### config.mk
export PLATFORM = sky130hd
export DESIGN_NAME = pll_reconfig_ctrl
export DESIGN_NICKNAME = d
export VERILOG_FILES = /design/src/rtl/pll_reconfig_ctrl.sv
export SDC_FILE = /design/constraint.sdc
export NUM_CORES = 1
export LEC_CHECK = 0
export CAP_MARGIN = 25
export CORE_MARGIN = 3
export CORE_UTILIZATION = 35
export CTS_CLUSTER_DIAMETER = 150
export DETAILED_ROUTE_END_ITERATION = 6
export GPL_TIMING_DRIVEN = 0
export PLACE_DENSITY = 0.57
export SETUP_SLACK_MARGIN = 0.02
export SLEW_MARGIN = 20
export SYNTH_ARGS = -nofsm -noshare
export SYNTH_HDL_FRONTEND = slang
export SYNTH_SLANG_ARGS = --single-unit
export TNS_END_PERCENT = 30
### constraint.sdc
create_clock -name clk -period 2.5 [get_ports clk]
set_input_delay 0.375 -clock clk [delete_from_list [all_inputs] [get_ports clk]]
set_output_delay 0.375 -clock clk [all_outputs]
set_load 0.05 [all_outputs]
### src/rtl/pll_reconfig_ctrl.sv
// pll_reconfig_ctrl: rPLL reset sequencer, lock qualifier and dynamic divider controller
// Ports:
//   clk, rst_n                 reference clock, async active-low reset
//   cfg_req/idiv/fbdiv/odsel   divider update request (level) and values; cfg_ack pulses on accept
//   pll_lock                   async PLL lock, synchronized internally
//   pll_reset, pll_*sel        PLL reset and dynamic divider selects (idsel/fbdsel inverted)
//   clk_ok, busy, fail         qualified clock, sequencing in progress, sticky failure
//   lock_lost                  pulse when lock drops while running
module pll_reconfig_ctrl #(
  parameter int RESET_CYCLES = 16,
  parameter int LOCK_STABLE = 1024,
  parameter int LOCK_TIMEOUT = 65536,
  parameter int RETRIES = 3,
  parameter logic [5:0] DEF_IDIV = 6'd0,
  parameter logic [5:0] DEF_FBDIV = 6'd2,
  parameter logic [5:0] DEF_ODSEL = 6'd8
) (
  input  logic       clk,
  input  logic       rst_n,
  input  logic       cfg_req,
  input  logic [5:0] cfg_idiv,
  input  logic [5:0] cfg_fbdiv,
  input  logic [5:0] cfg_odsel,
  output logic       cfg_ack,
  input  logic       pll_lock,
  output logic       pll_reset,
  output logic [5:0] pll_idsel,
  output logic [5:0] pll_fbdsel,
  output logic [5:0] pll_odsel,
  output logic       clk_ok,
  output logic       busy,
  output logic       fail,
  output logic       lock_lost
);
  localparam int MAXC = (RESET_CYCLES > LOCK_STABLE) ?
    ((RESET_CYCLES > LOCK_TIMEOUT) ? RESET_CYCLES : LOCK_TIMEOUT) :
    ((LOCK_STABLE > LOCK_TIMEOUT) ? LOCK_STABLE : LOCK_TIMEOUT);
  localparam int CW = (MAXC > 1) ? $clog2(MAXC) : 1;
  localparam int TW = $clog2(RETRIES + 1);
  localparam logic [CW-1:0] RC_END = CW'(RESET_CYCLES - 1);
  localparam logic [CW-1:0] LS_END = CW'(LOCK_STABLE - 1);
  localparam logic [CW-1:0] LT_END = CW'(LOCK_TIMEOUT - 1);
  localparam logic [TW-1:0] TRY_MAX = TW'(RETRIES);
  typedef enum logic [2:0] {S_HOLD, S_WAIT, S_STABLE, S_RUN, S_FAIL} state_t;
  state_t state_q;
  logic lock_m_q, lock_s_q;
  logic [CW-1:0] cnt_q;
  logic [TW-1:0] try_q, try_d;
  logic pll_reset_q, clk_ok_q, busy_q, fail_q, ack_q, lost_q;
  logic [5:0] idsel_q, fbdsel_q, odsel_q;
  assign try_d = try_q + 1'b1;
  // Divider selects are only rewritten in the cfg_req branch, which also forces
  // pll_reset high on the same edge, so the PLL never sees them change while running.
  always_ff @(posedge clk or negedge rst_n)
    if (!rst_n) begin
      lock_m_q <= 1'b0;
      lock_s_q <= 1'b0;
      state_q <= S_HOLD;
      cnt_q <= '0;
      try_q <= '0;
      pll_reset_q <= 1'b1;
      idsel_q <= ~DEF_IDIV;
      fbdsel_q <= ~DEF_FBDIV;
      odsel_q <= DEF_ODSEL;
      clk_ok_q <= 1'b0;
      busy_q <= 1'b1;
      fail_q <= 1'b0;
      ack_q <= 1'b0;
      lost_q <= 1'b0;
    end else begin
      lock_m_q <= pll_lock;
      lock_s_q <= lock_m_q;
      ack_q <= 1'b0;
      lost_q <= 1'b0;
      if (cfg_req) begin
        ack_q <= 1'b1;
        idsel_q <= ~cfg_idiv;
        fbdsel_q <= ~cfg_fbdiv;
        odsel_q <= cfg_odsel;
        fail_q <= 1'b0;
        clk_ok_q <= 1'b0;
        try_q <= '0;
        cnt_q <= '0;
        state_q <= S_HOLD;
        pll_reset_q <= 1'b1;
        busy_q <= 1'b1;
      end else
        case (state_q)
          S_HOLD:
            if (cnt_q == RC_END) begin
              cnt_q <= '0;
              state_q <= S_WAIT;
              pll_reset_q <= 1'b0;
            end else cnt_q <= cnt_q + 1'b1;
          S_WAIT:
            if (lock_s_q) begin
              cnt_q <= '0;
              state_q <= S_STABLE;
            end else if (cnt_q == LT_END) begin
              cnt_q <= '0;
              try_q <= try_d;
              pll_reset_q <= 1'b1;
              if (try_d < TRY_MAX) state_q <= S_HOLD;
              else begin
                state_q <= S_FAIL;
                fail_q <= 1'b1;
                busy_q <= 1'b0;
              end
            end else cnt_q <= cnt_q + 1'b1;
          S_STABLE:
            if (!lock_s_q) begin
              cnt_q <= '0;
              state_q <= S_WAIT;
            end else if (cnt_q == LS_END) begin
              cnt_q <= '0;
              state_q <= S_RUN;
              clk_ok_q <= 1'b1;
              busy_q <= 1'b0;
            end else cnt_q <= cnt_q + 1'b1;
          S_RUN:
            if (!lock_s_q) begin
              lost_q <= 1'b1;
              clk_ok_q <= 1'b0;
              try_q <= '0;
              cnt_q <= '0;
              state_q <= S_HOLD;
              pll_reset_q <= 1'b1;
              busy_q <= 1'b1;
            end
          S_FAIL: ;
          default: begin
            state_q <= S_HOLD;
            cnt_q <= '0;
            pll_reset_q <= 1'b1;
            busy_q <= 1'b1;
          end
        endcase
    end
  assign cfg_ack = ack_q;
  assign pll_reset = pll_reset_q;
  assign pll_idsel = idsel_q;
  assign pll_fbdsel = fbdsel_q;
  assign pll_odsel = odsel_q;
  assign clk_ok = clk_ok_q;
  assign busy = busy_q;
  assign fail = fail_q;
  assign lock_lost = lost_q;
endmodule
Word-level counts from Yosys, hierarchy flattened
Cells that the tools add are included.
{ "classes": {"n_lt_le_gt_ge": 1, "eq_ne": 21, "addsub": 2, "n_reduce_logical": 14, "div_mod_pow": 0, "shift": 0, "bitwise": 2, "mul": 0, "muxes": 49} }
{ "op_table": {"columns": ["operator", "n"], "rows": [
  ["16-bit 2-to-1 mux", 7],
  ["16-bit one-hot mux with 5 select lines", 1],
  ["1-bit 2-to-1 mux", 24],
  ["3-bit 2-to-1 mux", 8],
  ["3-bit != test (second input constant)", 7],
  ["16-bit by 1-bit adder with 16-bit output (second input constant)", 1],
  ["16-bit by 10-bit == test with 1-bit output (second input constant)", 1],
  ["16-bit == test (second input constant)", 1],
  ["16-bit by 4-bit == test with 1-bit output (second input constant)", 1],
  ["3-bit one-hot mux with 5 select lines", 1],
  ["6-bit inverter", 2],
  ["4-bit AND reduction", 3],
  ["5-bit AND reduction", 2],
  ["2-bit 2-to-1 mux", 4],
  ["4-bit != test (second input constant)", 2],
  ["1-bit one-hot mux with 4 select lines", 2],
  ["7-bit AND reduction", 1],
  ["3-bit by 2-bit == test with 1-bit output (second input constant)", 2],
  ["2-bit != test (second input constant)", 3],
  ["3-bit nonzero test", 2],
  ["2-bit by 1-bit != test with 1-bit output (second input constant)", 2],
  ["2-bit one-hot mux with 2 select lines", 1],
  ["2-bit nonzero test", 2],
  ["2-bit OR reduction", 2],
  ["other kinds (7)", 7]
]} }
{ "totals": {"word_cells": 103, "regBits": 47, "out_inout_bits": 24, "romBits": 0, "latch_bits": 0, "n_memories": 0, "ram_bits": 0} }

Longest topological paths before layout
{ "depth": {"word_depth": 7, "ltp_mapped": 7, "ltp_nobuf": 6} }

Least setup slack after synthesis
No wires, ideal clock.
{ "synth_timing": {"path_type": "flip-flop to flip-flop", "start": "register cnt_q[0]", "end": "register state_q[0]", "path_buffers": 0, "arrival_time_ns": 2.098, "path_stages_with_launch": 7, "setup_slack_ns": 0.277, "path_cell_list": "dfrtp_1 -> ha_1 -> nand3_1 -> nor4_2 -> o22ai_2 -> nor3_4 -> mux2_4"} }
{ "synth_via": {"elab_chain_cells": 3, "elab_cells_between_ends": 7} }
{ "synth_lines": {"columns": ["item", "line_no", "source"], "rows": [
  ["start, declared", "47", "logic [CW-1:0] cnt_q;"],
  ["start signal, assigned", "94", "end else cnt_q <= cnt_q + 1'b1;"],
  ["start signal, assigned", "109", "end else cnt_q <= cnt_q + 1'b1;"],
  ["start signal, assigned", "119", "end else cnt_q <= cnt_q + 1'b1;"],
  ["16-bit by 10-bit == test with 1-bit output (tied with other cells)", "114", "end else if (cnt_q == LS_END) begin"],
  ["4-bit != test (no line) / 3-bit != test (equally long branches)", null, null],
  ["5-bit AND reduction (no line) *", null, null],
  ["end signal, assigned", "113", "state_q <= S_WAIT;"],
  ["end signal, assigned", "116", "state_q <= S_RUN;"],
  ["end signal, assigned", "126", "state_q <= S_HOLD;"],
  ["end, declared", "45", "state_t state_q;"]
]} }
Mark *: on every way between the ends. The rest lies on a longest branch, timed or not.
A chain may end at the register's enable or synchronous reset.

Worst setup path in the final report
{ "layout_timing": {"start": "register cnt_q[12]", "end": "register state_q[0]"} }
Same word-level chain as after synthesis.

==> impl_metrics.env <==
export IMPL_drc=0
export IMPL_async_reset_ff_frac=1.000
export IMPL_area_growth_pct=29.44
export IMPL_num_fill_cells=622
export IMPL_drt_iter0_drc=102
export IMPL_cts_buffer_depth=2
export IMPL_htreeDepth=2
export IMPL_peakVddDrop_mv=0.3652
export IMPL_wl_per_cell_um=13.73
export IMPL_synthesis_nets=266
export IMPL_hold_buffers=0
export IMPL_r2r_cells=5
export IMPL_arrival_ns=2.54
export IMPL_wl_um=5354
export IMPL_drive_above_1_share=0.1684
export IMPL_num_rows=29
export IMPL_first_pass_iters=4
export IMPL_crit_required_ns=2.68
export IMPL_r2r_start="cnt_q[12]"
export IMPL_fin_crit_sh=0.9402
export IMPL_grt_start_max_net_pins=26
export IMPL_reg2reg_slack_ns=0.15
export IMPL_seq_area_um2=1194
export IMPL_synthFlopType="dfrtp_1"
export IMPL_ios=46
export IMPL_path_class="reg -> reg"
export IMPL_ys_warn_count=0
export IMPL_synth_area_leader_cell="dfrtp_1"
export IMPL_vias=1925
export IMPL_cts_tree="done"
export IMPL_avgSynthCellArea_um2=10.19
export IMPL_synth_most_common_cell="dfrtp_1"
export IMPL_crit_fanout=8
export IMPL_synth_area_top_cells="dfrtp_1, dfstp_2, mux2i_1, inv_1, mux2_2"
export IMPL_grt_use_total=0.1418
export IMPL_gr_total_overflow=0
export IMPL_vias_per_cell=4.936
export IMPL_clkLatencyLatePin_ns=0.30
export IMPL_antenna_left=0
export IMPL_grt_pass1_wl_um=9397
export IMPL_clock_sinks=47
export IMPL_worst_slack_ns=0.1495
export IMPL_period_minus_slack_ns=2.350
export IMPL_setup_viol=0
export IMPL_syn_area_um2=2465
export IMPL_worstSetupStartpointType="flip-flop"
export IMPL_clk_pin_slew_worst_paths_ns=0.09
export IMPL_fp_dieW_um=89.92
export IMPL_ys_seq_elements=47
export IMPL_multi_input_area_um2=1170
export IMPL_initial_core_util=0.3753
export IMPL_cts_buffers=5
export IMPL_cp_end_kind="flip-flop"
export IMPL_synth_edf_count=0
export IMPL_crit_slowest_cell="or4_4"
export IMPL_dp_hpwl_um=3887
export IMPL_path_buf_inv=0
export IMPL_finalHoldViolCount=0
export IMPL_hp_class="in -> async"
export IMPL_drv_slew=0
export IMPL_holdWs_ns=0.05647
export IMPL_postSynthCellCount=242
export IMPL_tns_ns=0
export IMPL_max_slew_margin_rel=0.6026
export IMPL_clock_root_buffer="clkbuf_8"
export IMPL_diodes=0
export IMPL_dieArea_um2=8086
export IMPL_power_density_nw_per_um2=701.4
export IMPL_die_h_um=89.92
export IMPL_p_leak_nw=1.325
export IMPL_rsz0062_at_grt="true"
export IMPL_synth_top_cell_area_share=0.3350
export IMPL_path_delay_family="simple AND/OR/NAND/NOR gates"
export IMPL_nNetsFinal=320
export IMPL_cp_slowest_stage_delay_ns=0.58
export IMPL_grt_pass1_vias=1936
export IMPL_worstMarginPinSlew_ns=0.5962
export IMPL_coreArea_um2=6568
export IMPL_cap_violations=0
export IMPL_clock_skew_ns=0.005922
export IMPL_outcome="complete, no violations"
export IMPL_place_congestion=0.7917
export IMPL_ys_types=52
export IMPL_crit_chain="or4_4 > nor4_4 > o22ai_2 > nor3_4 > mux2_4"
export IMPL_antenna_found_initial=0
export IMPL_fmax_ghz=0.4255
export IMPL_port_buffers=45
export IMPL_final_util=0.4858
export IMPL_rr_endpoint="state_q[0]"
export IMPL_synth_common_cells="dfrtp_1, inv_1, nor2_1"
export IMPL_post_place_ws_ns=-0.2959
export IMPL_ys_seq_area_frac=0.4843
-- cells by family (layout without fill, tap and decap cells) --
| logic type | Yosys count | after routing | share of synthesized area |
|---|---|---|---|
| fa+ha+maj | 2 | 2 | 0.01015 |
| compound gates | 36 | 36 | 0.1076 |
| flops | 47 | 47 | 0.4843 |
| buf+inv | 36 | 91 | 0.05584 |
| xor+xnor | 8 | 8 | 0.02843 |
| simple gates | 93 | 93 | 0.2269 |
| mux | 20 | 20 | 0.08680 |
-- layout make-up --
class                           count  area share
Inverter                           22     0.02588
Buffer                             14     0.01765
Multi-Input combinational cell    159      0.3667
Sequential cell                    47      0.3741
Timing Repair Buffer               47      0.1482
Tap cell                           93     0.03647
Clock inverter                      2    0.005098
Clock buffer                        6     0.02588
-- flip-flops by register name, summed over array words and instances, names as in the netlist, 2 cells and up --
register / cells
pll_odsel: 6
pll_fbdsel: 6
pll_idsel: 6
state_q: 3
try_q: 2
cnt_q: 16
-- routing by layer --
layer  wire, µm  part of all wire  vias up  global-route usage
met5          0                 0        -                   0
met1       2611              0.49      920              0.1854
li1           -                 -      970                   -
met3        185             0.035        6             0.03589
met4         74             0.014        0             0.04592
met2       2483              0.46       29              0.2306
-- where the power goes --
group	internal (mW)	switching, mW	total [mW]
Combinational	0.315	0.480	0.795
Clock	0.226	0.261	0.487
Sequential	0.884	0.0718	0.956
-- cell usage in the layout (no fill, tap or decap), types with 3 or more instances in the layout --
cell type and count:
nand3_1 7, a22oi_1 6, clkbuf_8 6, or3_1 5, and3_1 5, mux2i_1 12, o21ai_0 7, dfstp_2 14
clkdlybuf4s50_1 44, nor4_1 4, mux2_2 7, nand2_1 14, nor3_1 10, a21oi_1 3, nor4_4 3, dfrtp_1 33
inv_1 22, buf_2 3, clkbuf_1 10, o21bai_1 4, xnor2_1 8, nor2_1 21, nand4_1 4
-- worst max path at each step --
stage                     startpoint             to  slack (ns)  depth (start not counted)
final                      cnt_q[12]     state_q[0]        0.15                          5
after global routing        cnt_q[1]       cnt_q[4]        0.01                          7
after CTS                    cfg_req       cnt_q[2]        0.03                          7
after detailed placement     cfg_req       cnt_q[2]       -0.30                          7
after global placement         rst_n  pll_fbdsel[1]       -0.36                          1
after floorplan             cnt_q[0]     state_q[0]        0.28                          6
-- what timing repair did --
| action | CTS | global route |
|---|---|---|
| pin swaps | 1 | 1 |
| gates resized for setup | 2 | 5 |
| setup buffers | 1 | 0 |
| endpoints found under the setup margin | 16 | 18 |
-- metrics by stage --
stage | power (mW) | instance area [µm²] | cells
2_1_floorplan | 1.502 | 2465 | 242
3_3_place_gp | 1.723 | 3032 | 380
3_5_place_dp | 1.739 | 3047 | 381
4_1_cts | 2.257 | 3168 | 390
5_1_grt | 2.401 | 3191 | 390
6_report | 2.238 | 3191 | 390
(Power assumes the default switching activity.)
